**src/rtl/s2p_word_deser_pkg.sv**
```systemverilog
// s2p_word_deser_pkg
//   Shared definitions for the serial-to-parallel word deserializer:
//   FSM state encoding, its width, the default word length and a helper
//   that sizes the bit counter.
package s2p_word_deser_pkg;

  localparam int DEFAULT_WIDTH = 8;
  localparam int st_width      = 2;

  typedef enum logic [st_width-1:0] {
    ST_IDLE  = 2'd0,
    ST_SHIFT = 2'd1,
    ST_HOLD  = 2'd2
  } st_e;

  // Counter must be able to hold the value WIDTH itself (saturated state).
  function automatic int cnt_width(input int w);
    return $clog2(w + 1);
  endfunction

endpackage

```
**src/rtl/s2p_bit_cnt.sv**
```systemverilog
// s2p_bit_cnt
//   Bit-position counter for the deserializer.
//   Ports:
//     clk, rst_b   clock, asynchronous active-low reset
//     clr          force count to 0 (highest priority)
//     load_one     force count to 1 (bit 0 was just captured)
//     inc          advance by one, saturating at WIDTH
//     count        current bit position to be written next
//     last         count == WIDTH-1: the next captured bit completes the word
module s2p_bit_cnt
  import s2p_word_deser_pkg::*;
#(
  parameter  int WIDTH = DEFAULT_WIDTH,
  localparam int CW    = cnt_width(WIDTH)
) (
  input  logic          clk,
  input  logic          rst_b,
  input  logic          clr,
  input  logic          load_one,
  input  logic          inc,
  output logic [CW-1:0] count,
  output logic          last
);

  localparam logic [CW-1:0] CNT_ZERO = {CW{1'b0}};
  localparam logic [CW-1:0] CNT_ONE  = {{(CW-1){1'b0}}, 1'b1};
  localparam logic [CW-1:0] CNT_MAX  = CW'(WIDTH);
  localparam logic [CW-1:0] CNT_LAST = CW'(WIDTH - 1);

  logic [CW-1:0] count_r;

  // Count register: clear beats load-one beats increment; never passes WIDTH.
  always_ff @(posedge clk or negedge rst_b) begin
    if (!rst_b) begin
      count_r <= CNT_ZERO;
    end else if (clr) begin
      count_r <= CNT_ZERO;
    end else if (load_one) begin
      count_r <= CNT_ONE;
    end else if (inc && (count_r != CNT_MAX)) begin
      count_r <= count_r + CNT_ONE;
    end else begin
      count_r <= count_r;
    end
  end

  assign count = count_r;
  assign last  = (count_r == CNT_LAST);

endmodule

```
**src/rtl/s2p_word_deser.sv**
```systemverilog
// s2p_word_deser
//   Collects an LSB-first serial bit stream into WIDTH-bit words and hands
//   each complete word to a consumer with a valid/ready handshake.
//   Ports:
//     clk, rst_b    clock, asynchronous active-low reset
//     bit_in        serial data bit (LSB first)
//     bit_vld       bit_in valid this cycle
//     frame_start   with bit_vld: this bit is bit 0 of a new word
//     word_out      assembled word (unwritten bits of a partial word read 0)
//     word_vld      word_out holds a complete word
//     word_rdy      consumer accepts word_out
//     frame_err     one-cycle pulse: a frame restarted before the word completed
//     overrun       one-cycle pulse: a bit arrived while a word was held and was lost
//   All outputs come straight from flops.
module s2p_word_deser
  import s2p_word_deser_pkg::*;
#(
  parameter int WIDTH = DEFAULT_WIDTH
) (
  input  logic             clk,
  input  logic             rst_b,
  input  logic             bit_in,
  input  logic             bit_vld,
  input  logic             frame_start,
  output logic [WIDTH-1:0] word_out,
  output logic             word_vld,
  input  logic             word_rdy,
  output logic             frame_err,
  output logic             overrun
);

  localparam int CW = cnt_width(WIDTH);

  st_e              state_r;
  st_e              state_nxt_s;
  logic [WIDTH-1:0] word_r;
  logic [WIDTH-1:0] word_nxt_s;
  logic [WIDTH-1:0] first_word_s;
  logic             word_vld_r;
  logic             vld_nxt_s;
  logic             frame_err_r;
  logic             ferr_nxt_s;
  logic             overrun_r;
  logic             ovr_nxt_s;
  logic             cnt_clr_s;
  logic             cnt_load_s;
  logic             cnt_inc_s;
  logic [CW-1:0]    cnt_s;
  logic             cnt_last_s;
  logic             start_s;
  logic             xfer_s;

  // Write bit b at position idx; the mux form avoids an index wider than the word.
  function automatic logic [WIDTH-1:0] put_bit(input logic [WIDTH-1:0] w,
                                               input logic [CW-1:0]    idx,
                                               input logic             b);
    logic [WIDTH-1:0] r;
    r = w;
    for (int i = 0; i < WIDTH; i++) begin
      if (idx == CW'(i)) begin
        r[i] = b;
      end else begin
        r[i] = w[i];
      end
    end
    return r;
  endfunction

  s2p_bit_cnt #(
    .WIDTH (WIDTH)
  ) u_bit_cnt (
    .clk      (clk),
    .rst_b    (rst_b),
    .clr      (cnt_clr_s),
    .load_one (cnt_load_s),
    .inc      (cnt_inc_s),
    .count    (cnt_s),
    .last     (cnt_last_s)
  );

  assign start_s      = bit_vld & frame_start;
  assign xfer_s       = word_vld_r & word_rdy;   // uses the registered valid only
  // A new frame wipes stale bits: everything above bit 0 reads 0.
  assign first_word_s = {{(WIDTH-1){1'b0}}, bit_in};

  // Next-state, next-word, pulse and counter-control decode.
  always_comb begin
    state_nxt_s = state_r;
    word_nxt_s  = word_r;
    vld_nxt_s   = word_vld_r;
    ferr_nxt_s  = 1'b0;
    ovr_nxt_s   = 1'b0;
    cnt_clr_s   = 1'b0;
    cnt_load_s  = 1'b0;
    cnt_inc_s   = 1'b0;
    case (state_r)
      ST_IDLE: begin
        vld_nxt_s = 1'b0;
        if (start_s) begin
          word_nxt_s  = first_word_s;
          cnt_load_s  = 1'b1;
          state_nxt_s = ST_SHIFT;
        end else begin
          // Bits outside a frame are ignored silently.
          cnt_clr_s = 1'b1;
        end
      end
      ST_SHIFT: begin
        if (start_s) begin
          // Restart: drop the partial word, this bit becomes bit 0.
          word_nxt_s = first_word_s;
          cnt_load_s = 1'b1;
          ferr_nxt_s = 1'b1;
        end else if (bit_vld) begin
          word_nxt_s = put_bit(word_r, cnt_s, bit_in);
          cnt_inc_s  = 1'b1;
          if (cnt_last_s) begin
            state_nxt_s = ST_HOLD;
            vld_nxt_s   = 1'b1;
          end else begin
            state_nxt_s = ST_SHIFT;
          end
        end else begin
          state_nxt_s = ST_SHIFT;
        end
      end
      ST_HOLD: begin
        if (xfer_s) begin
          vld_nxt_s = 1'b0;
          if (start_s) begin
            // Back-to-back: the word leaves and the next one starts together.
            word_nxt_s  = first_word_s;
            cnt_load_s  = 1'b1;
            state_nxt_s = ST_SHIFT;
          end else begin
            // A continuation bit cannot belong to any frame here: it is lost.
            cnt_clr_s   = 1'b1;
            state_nxt_s = ST_IDLE;
            ovr_nxt_s   = bit_vld;
          end
        end else begin
          ovr_nxt_s = bit_vld;
        end
      end
      default: begin
        state_nxt_s = ST_IDLE;
        vld_nxt_s   = 1'b0;
        cnt_clr_s   = 1'b1;
      end
    endcase
  end

  // State, word and output flops.
  always_ff @(posedge clk or negedge rst_b) begin
    if (!rst_b) begin
      state_r     <= ST_IDLE;
      word_r      <= {WIDTH{1'b0}};
      word_vld_r  <= 1'b0;
      frame_err_r <= 1'b0;
      overrun_r   <= 1'b0;
    end else begin
      state_r     <= state_nxt_s;
      word_r      <= word_nxt_s;
      word_vld_r  <= vld_nxt_s;
      frame_err_r <= ferr_nxt_s;
      overrun_r   <= ovr_nxt_s;
    end
  end

  assign word_out  = word_r;
  assign word_vld  = word_vld_r;
  assign frame_err = frame_err_r;
  assign overrun   = overrun_r;

endmodule

```
**config.mk**
```make
export PLATFORM = sky130hd
export DESIGN_NAME = s2p_word_deser
export DESIGN_NICKNAME = d
export VERILOG_FILES = /design/src/rtl/s2p_word_deser_pkg.sv /design/src/rtl/s2p_bit_cnt.sv /design/src/rtl/s2p_word_deser.sv
export SDC_FILE = /design/constraint.sdc
export NUM_CORES = 1
export LEC_CHECK = 0
export ABC_AREA = 1
export CAP_MARGIN = 20
export CELL_PAD_IN_SITES_DETAIL_PLACEMENT = 1
export CELL_PAD_IN_SITES_GLOBAL_PLACEMENT = 2
export CORE_MARGIN = 2
export CORE_UTILIZATION = 28
export DETAILED_ROUTE_END_ITERATION = 6
export PLACE_DENSITY_LB_ADDON = 0.1
export SETUP_SLACK_MARGIN = 0.1
export SYNTH_ARGS = -nofsm -noshare
export SYNTH_HDL_FRONTEND = slang
export SYNTH_SLANG_ARGS = --single-unit
```
**constraint.sdc**
```tcl
create_clock -name clk -period 1.35 [get_ports clk]
set_input_delay 0.405 -clock clk [delete_from_list [all_inputs] [get_ports clk]]
set_output_delay 0.405 -clock clk [all_outputs]
set_load 0.05 [all_outputs]
```
# [Word-level counts from Yosys, hierarchy flattened]
# Index checks and enable logic that the tools add are counted.
[word_totals] in_bits=6 ff_bits=17 ram_bits=0 latch_bits=0 mem_count=0 output_inout_bits=11 mem_bits_ro=0 elab_cells=97
[classes] multipliers=0 bitwise=2 muxes=41 shifts=0 n_reduce_logical=16 eq_ne=24 magnitude_cmp=0 add_sub_neg=1 n_div=0
[ops] op="AND reduction 4 bit" count=9
[ops] op="2-to-1 mux 8 bit" count=4
[ops] op="!= test 3 bit, second input constant" count=9
[ops] op="2-to-1 mux 1 bit" count=24
[ops] op="one-hot mux 8 bit (3 select lines)" count=1
[ops] op="== test 4 x 3 -> 1 bit, second input constant" count=4
[ops] op="2-to-1 mux 4 bit" count=3
[ops] op="2-to-1 mux 2 bit" count=5
[ops] op="!= test 2 bit, second input constant" count=5
[ops] op="== test 4 x 2 -> 1 bit, second input constant" count=2
[ops] op="one-hot mux 2 bit (3 select lines)" count=1
[ops] op="nonzero test 3 bit" count=2
[ops] op="adder 4 x 1 -> 4 bit, second input constant" count=1
[ops] op="== test 4 x 1 -> 1 bit, second input constant" count=1
[ops] op="zero test 4 bit" count=1
[ops] op="!= test 4 bit, second input constant" count=1
[ops] op="one-hot mux 1 bit (2 select lines)" count=2
[ops] op="one-hot mux 1 bit (3 select lines)" count=1
[ops] op="AND reduction 3 bit" count=1
[ops] op="AND 1 bit" count=2
[ops] op="== test 2 x 1 -> 1 bit, second input constant" count=1
[ops] op="== test 2 bit, second input constant" count=1
[ops] op="zero test 2 bit" count=1
[ops] op="OR reduction 2 bit" count=1
[ops] op="logical AND 1 bit" count=1

# [Depth between registers and ports, before layout]
[logic_depth] depth_word=7 ltp_mapped=8 depth_no_buf=8

# [Cells and area by module]
# From an unflattened synthesis, not the netlist that was laid out.
[hier_totals] cells_unflattened=153 area_unflattened_um2=1056.0
[by_module_without_submodules] mod="s2p_word_deser" cells_each=114 seq_area_each_um2=325.3 n_inst=1 area_each_um2=784.5
[by_module_without_submodules] mod="s2p_bit_cnt" cells_each=39 seq_area_each_um2=100.1 n_inst=1 area_each_um2=271.5

# [Least setup slack after synthesis]
# No wires, ideal clock.
[synth_path] kind="flip-flop to flip-flop" start="reg word_vld_r, in the netlist word_vld" end="reg word_r[4], in the netlist word_out[4]" n_path_buf=1 period_less_slack_ps=1458 setup_ps=119 arrival_ps=1338 stages_incl_launch_ff=9 slack_ps=-108 required_time_ps=1231 cell_sequence="dfrtp_1 nand2_1 nand2_1 nand2_1 inv_2 buf_2 nand2_1 nand2_1 nand2_1"
[synth_between] elab_chain_len=3
[synth_rtl] item="from (decl)" line="s2p_word_deser.sv:39" source="logic word_vld_r;"
[synth_rtl] item="from (signal assigned)" line="s2p_word_deser.sv:164" source="word_vld_r <= vld_nxt_s;"
[synth_rtl] item="AND 1 bit" line="s2p_word_deser.sv:82" source="assign xfer_s = word_vld_r & word_rdy;"
[synth_rtl] item="!= test 2 bit (no line)"
[synth_rtl] item="AND reduction 4 bit (no line)"
[synth_rtl] item="to (signal assigned)" line="s2p_word_deser.sv:157" source="word_r <= {WIDTH{1'b0}};"
[synth_rtl] item="to (signal assigned)" line="s2p_word_deser.sv:163" source="word_r <= word_nxt_s;"
[synth_rtl] item="to (decl)" line="s2p_word_deser.sv:36" source="logic [WIDTH-1:0] word_r;"
# Every way passes these cells.
# A chain may end at the register's enable or synchronous reset.

# [Worst setup path in the final report]
[layout_path] start="reg word_vld_r, in the netlist word_vld" end="out word_vld"
[layout_rtl] item="to (decl)" line="s2p_word_deser.sv:26" source="output logic word_vld,"
# No word-level cell between the ends.

==> impl_metrics.toml <==
[finish]
final_cell_mix = "47 x nand2_1, 21 x buf_4, 13 x dfrtp_1"
final_common_cell = "nand2_1"
final_cell_count_no_fill = 225
diodes = 0
num-nets-final = 190
drive_gt1_share_pct = 44.13
area_delta_synth_final_pct = 69.91
fin_area_mm2 = 0.001682
fin_util_pct = 50.00

[global_routing]
grt_pass1_vias = 1165
track_usage_pct = 16.84
overflow = 0
grt_max_degree = 18
grt_pass1_wl_mm = 5.347
antenna_found_initial = 0

[worst_setup_path]
critPathBufInv = 1
r2r-start = "word_vld"
cp-start-kind = "flop"
crit_family = "flip-flops"
r2r_end = "word_out[6]"
critPathSlowestCell = "dfrtp_2"
critPathCaptureType = "output port"
crit_start = "word_vld"
arrival_ns = 0.92
critical_path.max_fanout = 2
ff2ff_path_depth = 7
crit_chain = "buf_12"
criticalPathCategory = "flop to output port"
slowest_delay_ns = 0.45
ff2ff_setup_slack_ns = 0.07
critPathRequiredTime_ns = 0.95

[timing]
drv_slew = 0
skew_ns = 0.01485
rsz0062_at_grt = "true"
slew_headroom_pct = 82.48
fin_ws_ns = 0.02265
finalSetupTns_ns = 0
holdWs_ns = 0.4160
tightestPinTransition_ns = 0.2608
min_period_over_period_pct = 98.32
hold_violations = 0
max_freq_mhz = 753.4
finalCriticalPeriod_ns = 1.327
finalSetupViolations = 0

[detailed_routing]
avgViaCountPerCell = 4.733
wl_per_cell_um = 13.75
drc = 0
antenna_left = 0
num_vias = 1065
drt_iter0_markers = 12
first_pass_iters = 4
totalWireLength_mm = 3.094

[floorplan]
die_area_mm2 = 0.004026
ios = 17
coreArea_mm2 = 0.003363
die_h_um = 63.45
die_w_um = 63.45
rows = 21
start_util_pct = 29.43

[min_path]
min_path_type = "primary input to asynchronous set/reset pin"

[power]
power.total_mw = 2.809
total_leakage_power_nw = 0.8010
ir_drop_v = 0.0005244
p_per_area_mw_per_mm2 = 1671

[cts]
clock_path_buffers = 2
cts-root-buf = "clkbuf_4"
cts.sinks = 17
cts_made_buffers = 3
cts_tree = "yes"
clk_pin_slew_ns = 0.12
htreeDepth = 1
clk_latency_ns = 0.31

[synth]
yosysWarningCount = 0
syn_nets = 149
synth_seq_area_share_pct = 42.98
postSynthRegisterBits = 17
synth_area_per_cell_um2 = 7.120
syn_area_um2 = 989.7
synth.distinct_cells = 17
synthCells = 139

[outcome]
status = "finished, final reports clean"

[placed_design]
dp_hpwl_mm = 2.146
placed_cell_area_mm2 = 0.001381
pre_cts_slack_ns = -0.4626
placedCellCount = 208
port_buffers = 16
place_congestion = 0.8896

[flow_run]
drv_cap = 0
[how the worst max path moves through the flow]
stage | depth (start not counted) | endpoint
finish | 1 | word_vld
global route | 6 | word_out[2]
CTS | 1 | word_vld
detailed placement | 8 | word_out[7]
global placement | 8 | word_out[7]
floorplan | 8 | word_out[4]
[flip-flops by register name (all words and copies together) (netlist names)]
register         flops
word_out             8
u_bit_cnt.count      4
state_r              2
frame_err            1
overrun              1
word_vld             1
[cells in the mapped netlist, drive strengths merged]
| library cell | count | area, um2 |
|---|---|---|
| o21ai | 12 | 60.06 |
| ha | 4 | 50.05 |
| buf | 2 | 10.01 |
| clkbuf | 1 | 5.000 |
| nor2 | 9 | 51.30 |
| nand3 | 19 | 95.09 |
| a21oi | 3 | 15.01 |
| nand2 | 56 | 212.7 |
| inv | 13 | 48.80 |
| dfrtp | 17 | 425.4 |
| nor3 | 2 | 10.01 |
| nand4 | 1 | 6.260 |
[where the power goes]
group / switching [mW] / total (mW) / internal (mW)
registers: 0.152 / 0.793 / 0.640
logic: 0.958 / 1.72 / 0.760
clock network: 0.183 / 0.299 / 0.115
[cells by family (layout without fill, tap and decap cells)]
group                      count (synthesis)  count (layout)  synth area share [%]
AOI/OAI and AO/OA                         15              15                 7.585
DFF                                       17              17                 42.98
adders and majority gates                  4               4                 5.057
and+or+nand+nor                           87              87                 37.93
buffers and inverters                     16              56                 6.447
[layer usage]
| layer | global-route usage (%) | vias up | wire length (um) |
|---|---|---|---|
| met5 | 0 | - | 0 |
| met4 | 5.707 | 0 | 61 |
| met3 | 2.857 | 7 | 87 |
| met2 | 30.66 | 13 | 1664 |
| met1 | 19.80 | 518 | 1281 |
| li1 | - | 527 | - |
[cell type report]
type	count	area [um2]
Tap cell	46	57.56
Clock buffer	4	26.28
Multi-Input combinational cell	106	666.9
Fill cell	421	1682
Timing Repair Buffer	38	439.2
Timing Repair inverter	1	7.507
Sequential cell	17	430.4
Inverter	13	53.80
[repair_timing]
action                     in CTS  in global routing
setup endpoints to repair      27                 26
buffers inserted                8                  4
pin swaps                      11                  8
resized for setup              37                 14
cloned                          1                  0
hold buffers                    0                  0
No activity file was read; power rests on OpenSTA's default activity.
